==> src/rtl/note_lane_shifter.sv <==
// Multi-lane note-scroll shift register with hit-window judging and miss counting.
// Lanes scroll toward bit 0 every rate+1 enabled cycles. A strike consumes the
// lowest note in the judge window. Notes that leave bit 0 unjudged count as misses.
module note_lane_shifter #(
  parameter int unsigned LANES   = 2,
  parameter int unsigned DEPTH   = 100,
  parameter int unsigned HIT_WIN = 4,
  parameter int unsigned RATE_W  = 8,
  parameter int unsigned CNT_W   = 8,
  localparam int unsigned LANE_W = (LANES > 1) ? $clog2(LANES) : 1
) (
  input  logic                   clock,
  input  logic                   reset,
  input  logic                   load,
  input  logic [LANES*DEPTH-1:0] load_val,
  input  logic [LANES-1:0]       in,
  input  logic                   shift_en,
  input  logic [RATE_W-1:0]      rate,
  input  logic                   hit_req,
  input  logic [LANE_W-1:0]      hit_lane,
  output logic [LANES*DEPTH-1:0] out,
  output logic                   step,
  output logic                   hit_ok,
  output logic                   hit_miss,
  output logic [LANES-1:0]       drop,
  output logic [CNT_W-1:0]       miss_count
);

  localparam int unsigned IdxW   = (HIT_WIN > 1) ? $clog2(HIT_WIN) : 1;
  localparam int unsigned CntMax = (1 << CNT_W) - 1;

  logic [LANES*DEPTH-1:0] lanes_q, lanes_d;
  logic [RATE_W-1:0]      rc_q, rc_d;
  logic                   step_q, step_d;
  logic                   hit_ok_q, hit_ok_d;
  logic                   hit_miss_q, hit_miss_d;
  logic [LANES-1:0]       drop_q, drop_d;
  logic [CNT_W-1:0]       miss_count_q, miss_count_d;

  logic                   hit_valid;
  logic                   hit_found;
  logic [IdxW-1:0]        hit_idx;
  logic [DEPTH-1:0]       sel_lane;
  logic [DEPTH-1:0]       clr_mask;
  logic [DEPTH-1:0]       lane_tmp;
  logic [LANES*DEPTH-1:0] cleared;
  logic                   scroll;
  logic [31:0]            add;
  logic [31:0]            tot;

  // Select the struck lane and find the lowest occupied bit in its judge window.
  always_comb begin
    hit_valid = 1'b0;
    sel_lane  = '0;
    for (int k = 0; k < int'(LANES); k++) begin
      if (hit_req && (hit_lane == LANE_W'(k))) begin
        hit_valid = 1'b1;
        sel_lane  = lanes_q[k*DEPTH +: DEPTH];
      end
    end
    hit_found = 1'b0;
    hit_idx   = '0;
    // Descending scan so the lowest set bit is the one that sticks.
    for (int i = int'(HIT_WIN) - 1; i >= 0; i--) begin
      if (sel_lane[i]) begin
        hit_found = 1'b1;
        hit_idx   = IdxW'(i);
      end
    end
  end

  // Next state: load beats everything; otherwise hit-clear, then scroll, then count.
  always_comb begin
    lanes_d      = lanes_q;
    rc_d         = rc_q;
    step_d       = 1'b0;
    hit_ok_d     = 1'b0;
    hit_miss_d   = 1'b0;
    drop_d       = '0;
    miss_count_d = miss_count_q;
    cleared      = lanes_q;
    scroll       = 1'b0;
    lane_tmp     = '0;
    add          = '0;
    tot          = '0;
    clr_mask     = DEPTH'(1) << hit_idx;

    if (load) begin
      lanes_d = load_val;
      rc_d    = '0;
    end else begin
      // Counter wraps naturally, so a rate lowered below rc scrolls after wrap.
      if (shift_en) begin
        if (rc_q == rate) begin
          scroll = 1'b1;
          rc_d   = '0;
        end else begin
          rc_d = rc_q + 1'b1;
        end
      end

      hit_ok_d   = hit_valid & hit_found;
      hit_miss_d = hit_valid & ~hit_found;

      for (int k = 0; k < int'(LANES); k++) begin
        if (hit_ok_d && (hit_lane == LANE_W'(k))) begin
          cleared[k*DEPTH +: DEPTH] = lanes_q[k*DEPTH +: DEPTH] & ~clr_mask;
        end
      end

      if (scroll) begin
        step_d = 1'b1;
        for (int k = 0; k < int'(LANES); k++) begin
          lane_tmp                  = cleared[k*DEPTH +: DEPTH] >> 1;
          lane_tmp[DEPTH-1]         = in[k];
          lanes_d[k*DEPTH +: DEPTH] = lane_tmp;
          // Judged from the cleared lane so a just-consumed bit 0 is not a drop.
          drop_d[k]                 = cleared[k*DEPTH];
        end
      end else begin
        lanes_d = cleared;
      end

      add = 32'(hit_miss_d);
      for (int k = 0; k < int'(LANES); k++) begin
        add = add + 32'(drop_d[k]);
      end
      tot          = 32'(miss_count_q) + add;
      miss_count_d = (tot > CntMax) ? CNT_W'(CntMax) : CNT_W'(tot);
    end
  end

  // State and registered outputs with synchronous reset.
  always_ff @(posedge clock) begin
    if (reset) begin
      lanes_q      <= '0;
      rc_q         <= '0;
      step_q       <= 1'b0;
      hit_ok_q     <= 1'b0;
      hit_miss_q   <= 1'b0;
      drop_q       <= '0;
      miss_count_q <= '0;
    end else begin
      lanes_q      <= lanes_d;
      rc_q         <= rc_d;
      step_q       <= step_d;
      hit_ok_q     <= hit_ok_d;
      hit_miss_q   <= hit_miss_d;
      drop_q       <= drop_d;
      miss_count_q <= miss_count_d;
    end
  end

  assign out        = lanes_q;
  assign step       = step_q;
  assign hit_ok     = hit_ok_q;
  assign hit_miss   = hit_miss_q;
  assign drop       = drop_q;
  assign miss_count = miss_count_q;

endmodule

==> config.mk <==
export PLATFORM = sky130hd
export DESIGN_NAME = note_lane_shifter
export DESIGN_NICKNAME = d
export VERILOG_FILES = /design/src/rtl/note_lane_shifter.sv
export SDC_FILE = /design/constraint.sdc
export NUM_CORES = 1
export LEC_CHECK = 0
export BUFFER_PORTS_ARGS = -buffer_cell sky130_fd_sc_hd__buf_2
export CAP_MARGIN = 25
export CELL_PAD_IN_SITES_DETAIL_PLACEMENT = 1
export CELL_PAD_IN_SITES_GLOBAL_PLACEMENT = 2
export CORE_MARGIN = 4
export CORE_UTILIZATION = 26
export DETAILED_ROUTE_END_ITERATION = 16
export GPL_ROUTABILITY_DRIVEN = 0
export PLACE_DENSITY_LB_ADDON = 0.3
export RECOVER_POWER = 50
export SLEW_MARGIN = 20
export SYNTH_ARGS = -nofsm -noshare
export SYNTH_HDL_FRONTEND = slang
export SYNTH_SLANG_ARGS = --single-unit
==> constraint.sdc <==
create_clock -name clock -period 3.09 [get_ports clock]
set_input_delay 0.1545 -clock clock [delete_from_list [all_inputs] [get_ports clock]]
set_output_delay 0.1545 -clock clock [all_outputs]
set_load 0.05 [all_outputs]
# [Word-level counts from Yosys, hierarchy flattened]
# Cells that the tools add are included.
[word_totals] register_bits=221 latch_bits=0 mem_bits_rw=0 romBits=0 inputBits=216 out_inout_bits=213 elab_cells=50 n_memories=0
[op_classes] n_addsub=4 mul=0 div_mod_pow=0 magnitude_cmp=1 n_eq_ne=1 n_shift=1 muxes=24 n_bitwise=7 reduce_logical=5
[ops] cell="2-to-1 mux 200 bit" n=2
[ops] cell="AND 100 bit" n=2
[ops] cell="2-to-1 mux 100 bit" n=2
[ops] cell="inverter 100 bit" n=1
[ops] cell="<< shifter 1 x 2 -> 100 bit, first input constant" n=1
[ops] cell="2-to-1 mux 8 bit" n=2
[ops] cell="2-to-1 mux 2 bit" n=6
[ops] cell="2-to-1 mux 1 bit" n=10
[ops] cell="adder 8 x 3 -> 9 bit" n=1
[ops] cell="greater-than comparator 9 x 8 -> 1 bit, second input constant" n=1
[ops] cell="adder 8 x 1 -> 8 bit, second input constant" n=1
[ops] cell="equality test 8 bit" n=1
[ops] cell="2-to-1 mux 4 bit" n=2
[ops] cell="logical AND 1 bit" n=4
[ops] cell="adder 2 x 1 -> 3 bit" n=1
[ops] cell="adder 1 x 1 -> 2 bit" n=1
[ops] cell="AND 1 bit" n=2
[ops] cell="inverter 1 bit" n=2
[ops] cell="OR reduction 2 bit" n=1

# [Depth between registers and ports, before layout]
[depth] word_depth=19 depth_mapped=16 depth_no_buf=15

# [Worst setup path before layout]
# OpenSTA, ideal clock, no wires.
[synth_timing] path_type="reg-to-reg" from="reg rc_q[0]" to="reg miss_count_q[0] (netlist: miss_count[0])" setup_time_ns=0.095 arrival_ns=3.124 required_ns=2.995 slack_ns=-0.129 path_stages_with_launch=15 path_buffers=1 synth_period_minus_slack_ns=3.219 cell_sequence="dfxtp_1 xnor2_1 nand4_1 or3_1 clkbuf_1 inv_1 nand3_1 fa_1 inv_1 ha_1 inv_1 fa_1 nand2b_1 or2_2 a221oi_1"
[synth_via] elab_chain_cells=11
[synth_rtl] element="start, declared" line="33" text="logic [RATE_W-1:0] rc_q, rc_d;"
[synth_rtl] element="start signal, assigned" line="145" text="rc_q <= rc_d;"
[synth_rtl] element="equality test 8 bit *" line="94" text="if (rc_q == rate) begin"
[synth_rtl] element="2-to-1 mux 1 bit *" line="94"
[synth_rtl] element="2-to-1 mux 1 bit *" line="93" text="if (shift_en) begin"
[synth_rtl] element="2-to-1 mux 1 bit *" line="88" text="if (load) begin"
[synth_rtl] element="2-to-1 mux 2 bit *" line="111" text="if (scroll) begin"
[synth_rtl] element="2-to-1 mux 2 bit *" line="88"
[synth_rtl] element="adder 1 x 1 -> 2 bit" line="126" text="add = add + 32'(drop_d[k]);"
[synth_rtl] element="adder 2 x 1 -> 3 bit *" line="126"
[synth_rtl] element="adder 8 x 3 -> 9 bit *" line="128" text="tot = 32'(miss_count_q) + add;"
[synth_rtl] element="greater-than comparator 9 x 8 -> 1 bit" line="129" text="miss_count_d = (tot > CntMax) ? CNT_W'(CntMax) : CNT_W'(tot);"
[synth_rtl] element="2-to-1 mux 8 bit *" line="129"
[synth_rtl] element="end signal, assigned" line="150" text="miss_count_q <= miss_count_d;"
[synth_rtl] element="end, declared" line="38" text="logic [CNT_W-1:0] miss_count_q, miss_count_d;"
# Every way passes the cells marked *; elsewhere a longest branch is shown, timed or not. The select of a mux whose other input is x is not followed.
# A chain may end at the register's enable or synchronous reset.

# [Worst setup path in the final report]
[layout_timing] from="reg rc_q[1]" to="reg miss_count_q[0] (netlist: miss_count[0])"
# Same word-level chain as after synthesis.

==> results.md <==
- Final setup fails: 0
- FMAX: 337 MHz
- Simple-gate portion of the synthesized area: 28.4%
- Routed vias: 11700
- Xor/xnor share of the synthesized area: 1.28%
- Syn Nets: 1481
- Top Ports: 429
- Layout Nets: 2049
- DRC Markers: 0
- CP required: 3.56 ns
- HP Class: primary input to flop
- ANT nets after route: 0
- DP HPWL: 30200 um
- Clk root buf: clkbuf_16
- Max-cap violation count: 0
- Placed inst area: 14300 sq um
- Fillers: 5249
- EDFF count, synth: 0
- R2R cell count: 13
- Reg-to-Reg End: miss_count[0]
- Mapped Area: 11600 sq um
- Peak supply drop: 0.262 mV
- Worst Skew: 0.00994 ns
- CTS tree: done
- Largest family of logic cells by synthesized area: simple AND/OR/NAND/NOR gates
- Synth Area in Compound Gates: 26.1%
- Leakage: 0.00617 uW
- Global-route usage over all layers: 17.5%
- Design Area, Final: 17200 sq um
- Fin crit period: 2.97 ns
- Initial antenna violation count: 3
- Setup ws final: 0.121 ns
- Gr ovfl total: 0
- Mux cell area share after synthesis: 0.259%
- Worst R2R Start: rc_q[1]
- Sequential area share after synthesis: 38.1%
- Worst-path clk slew: 0.06 ns
- Area Growth Syn to Fin: 48.1%
- CTS max path bufs: 3
- Normalized max-slew margin: 40.6%
- Arrival time worst endpoint: 3.44 ns
- Crit Path Category: flop to flop
- Nature of the critical path startpoint: flop
- Tightest Pin Transition: 0.891 ns
- Setup crit end kind: flop
- Hold Path Depth: 3
- Hold Fails Final Rpt: 0
- IO buf count: 428
- Async SR Flop Fraction: 0%
- Setup slack after placement: -0.209 ns
- CTS Buf Count: 29
- Main synth FF type: dfxtp_1
- Min-Delay Endpoint: out[72]
- PwrDens: 499 nW/um^2
- Final period util: 96.1%
- Post-synthesis cell type count: 39
- Initial Util: 26.3%
- CTS Sinks: 221
- Die Footprint: 48100 sq um
- Gate Count Post-Synth: 1260
- Critical path fanouts, max: 4
- Worst-Skew Late Latency: 0.56 ns
- Site Rows: 77
- Worst hold start: load_val[72]
- RSZ-0062 raised after global routing: yes
- Largest net degree at the start of global routing: 132
- Detailed Route WL: 44100 um
- Core Region: 44100 sq um
- Die X: 219 um
- Reg2Reg Setup Slack: 0.12 ns
- Starting DRC count in detailed routing: 502
- H-tree Lvls: 1
- Final Max Tran Viols: 0
- Synth warn: 0
- Vias in the first global route: 12100
- Layout cells sized above 1: 28.2%
- Synth Area in Adders: 0.669%
- Status: finished clean
- Avg WL per Cell: 18.0 um
- Yosys reg bits: 221
- 1st-pass router iterations: 4
- First-pass GRT wire length: 68500 um
- Via density: 4.77
- Mapped Avg Cell Area: 9.21 sq um
- Die Span Y: 219 um
==> worst max path at each step <==
stage | slack [ns] | endpoint | start
final | 0.12 | miss_count[0] | rc_q[1]
after CTS | 0.004 | miss_count[1] | rc_q[6]
after global routing | -0.06 | miss_count[0] | rc_q[7]
after floorplan | 0.006 | miss_count[0] | out[1]
after detailed placement | -0.21 | miss_count[0] | rc_q[6]
after global placement | -0.11 | miss_count[0] | rc_q[6]
==> stage by stage <==
step / TNS, ns / std cells / power [uW] / hold slack [ns] / util (%)
6_report: 0 / 2442 / 8580 / 0.0175 / 38.9
5_1_grt: -0.101 / 2442 / 9000 / 0.0180 / 38.9
4_1_cts: 0 / 2439 / 8770 / 0.00107 / 39.3
3_5_place_dp: -0.954 / 2185 / 5130 / 0.373 / 32.5
3_3_place_gp: -0.346 / 2185 / 5090 / 0.376 / 32.5
2_1_floorplan: 0 / 1260 / 4580 / 0.264 / -
==> layout by cell type (no fill, tap or decap), types with 2 or more instances in the layout <==
| master | instances |
|---|---|
| a2111oi_0 | 3 |
| a2111oi_1 | 2 |
| a2111oi_2 | 189 |
| a221o_1 | 2 |
| a221oi_2 | 2 |
| a31oi_1 | 2 |
| and3_1 | 7 |
| buf_12 | 8 |
| buf_2 | 215 |
| buf_4 | 32 |
| buf_8 | 2 |
| clkbuf_1 | 219 |
| clkbuf_16 | 29 |
| clkbuf_8 | 9 |
| clkinv_2 | 3 |
| dfxtp_1 | 215 |
| dfxtp_2 | 6 |
| diode_2 | 2 |
| dlygate4sd3_1 | 202 |
| ha_1 | 2 |
| inv_1 | 5 |
| inv_2 | 3 |
| mux2i_1 | 3 |
| nand2_1 | 15 |
| nand2b_1 | 2 |
| nand3_1 | 11 |
| nand4_1 | 4 |
| nor2_1 | 213 |
| nor2b_1 | 194 |
| nor3_1 | 195 |
| nor3b_1 | 2 |
| o211ai_1 | 2 |
| o21a_1 | 2 |
| o21ai_0 | 4 |
| o22ai_1 | 3 |
| or3_1 | 2 |
| xnor2_1 | 5 |
| xnor2_2 | 6 |
| xor2_1 | 6 |
==> state kept, by name, summed over array words and instances, names as in the netlist <==
name and cells:
out 200, miss_count 8, rc_q 8, drop 2, hit_miss 1, hit_ok 1
step 1
==> repair_timing <==
item,in CTS,in global routing
endpoints found under the hold margin,203,0
setup buffers,1,1
gates resized for setup,10,17
pin swaps,3,11
hold buffers,202,0
endpoints found under the setup margin,8,8
==> layer usage <==
layer  track usage [%]  share of wire, %  vias up
met5                 0             0.029        -
met4              3.60               2.1        2
met3              5.12               6.9       53
met2              30.5                49      286
met1              21.4                42     5583
li1                  -                 -     5730
==> where the power goes <==
part	internal (uW)	leakage, uW	switching [uW]
clock network	2010	0.000462	1350
registers	3040	0.00184	161
logic	698	0.00387	1330
==> cell usage after synthesis, types with 3 or more instances <==
cell type | n | share of area (%)
nand2_1 | 15 | 0.49
nand2b_1 | 3 | 0.16
nor3_1 | 196 | 8.5
nor2b_1 | 194 | 10
o21ai_0 | 4 | 0.17
a2111oi_0 | 3 | 0.23
o22ai_1 | 3 | 0.16
mux2i_1 | 3 | 0.26
nor2_1 | 215 | 7.0
buf_4 | 5 | 0.32
nand3_1 | 12 | 0.52
or3_1 | 3 | 0.16
dfxtp_1 | 221 | 38
xnor2_1 | 11 | 0.83
a2111oi_2 | 189 | 24
inv_1 | 8 | 0.26
and3_1 | 7 | 0.38
clkbuf_1 | 92 | 3.0
buf_2 | 37 | 1.6
ha_1 | 3 | 0.32
xor2_1 | 6 | 0.45
nand4_1 | 4 | 0.22
==> layout make-up <==
class                   instances  area, sq um  share of cell area [%]
flip-flops and latches        221         4430                    25.8
multi-input cells             897         6710                    39.0
clock inverters                 5         53.8                   0.313
well taps                     592          741                    4.31
diodes                          2         5.00                  0.0291
repair buffers                671         4330                    25.2
inverters                       8         30.0                   0.175
clock buffers                  46          880                    5.12
==> cells by family after synthesis <==
kind of cell | Yosys count
buffers and inverters | 142
adders and majority gates | 5
muxes | 3
DFF | 221
xor gates and xnor gates | 17
and+or+nand+nor | 658
AOI/OAI and AO/OA | 214
==> worst max-delay path, cell delays in order (launching register included) <==
cell	delay, ns
dfxtp_1	0.32
xnor2_1	0.22
nand2_1	0.09
or3_4	0.43
inv_2	0.07
nand3_2	0.06
fa_1	0.47
inv_2	0.08
ha_4	0.13
inv_2	0.04
fa_2	0.34
nand2b_4	0.15
or2_4	0.26
a221oi_2	0.23
No activity file was read; power rests on OpenSTA's default activity.
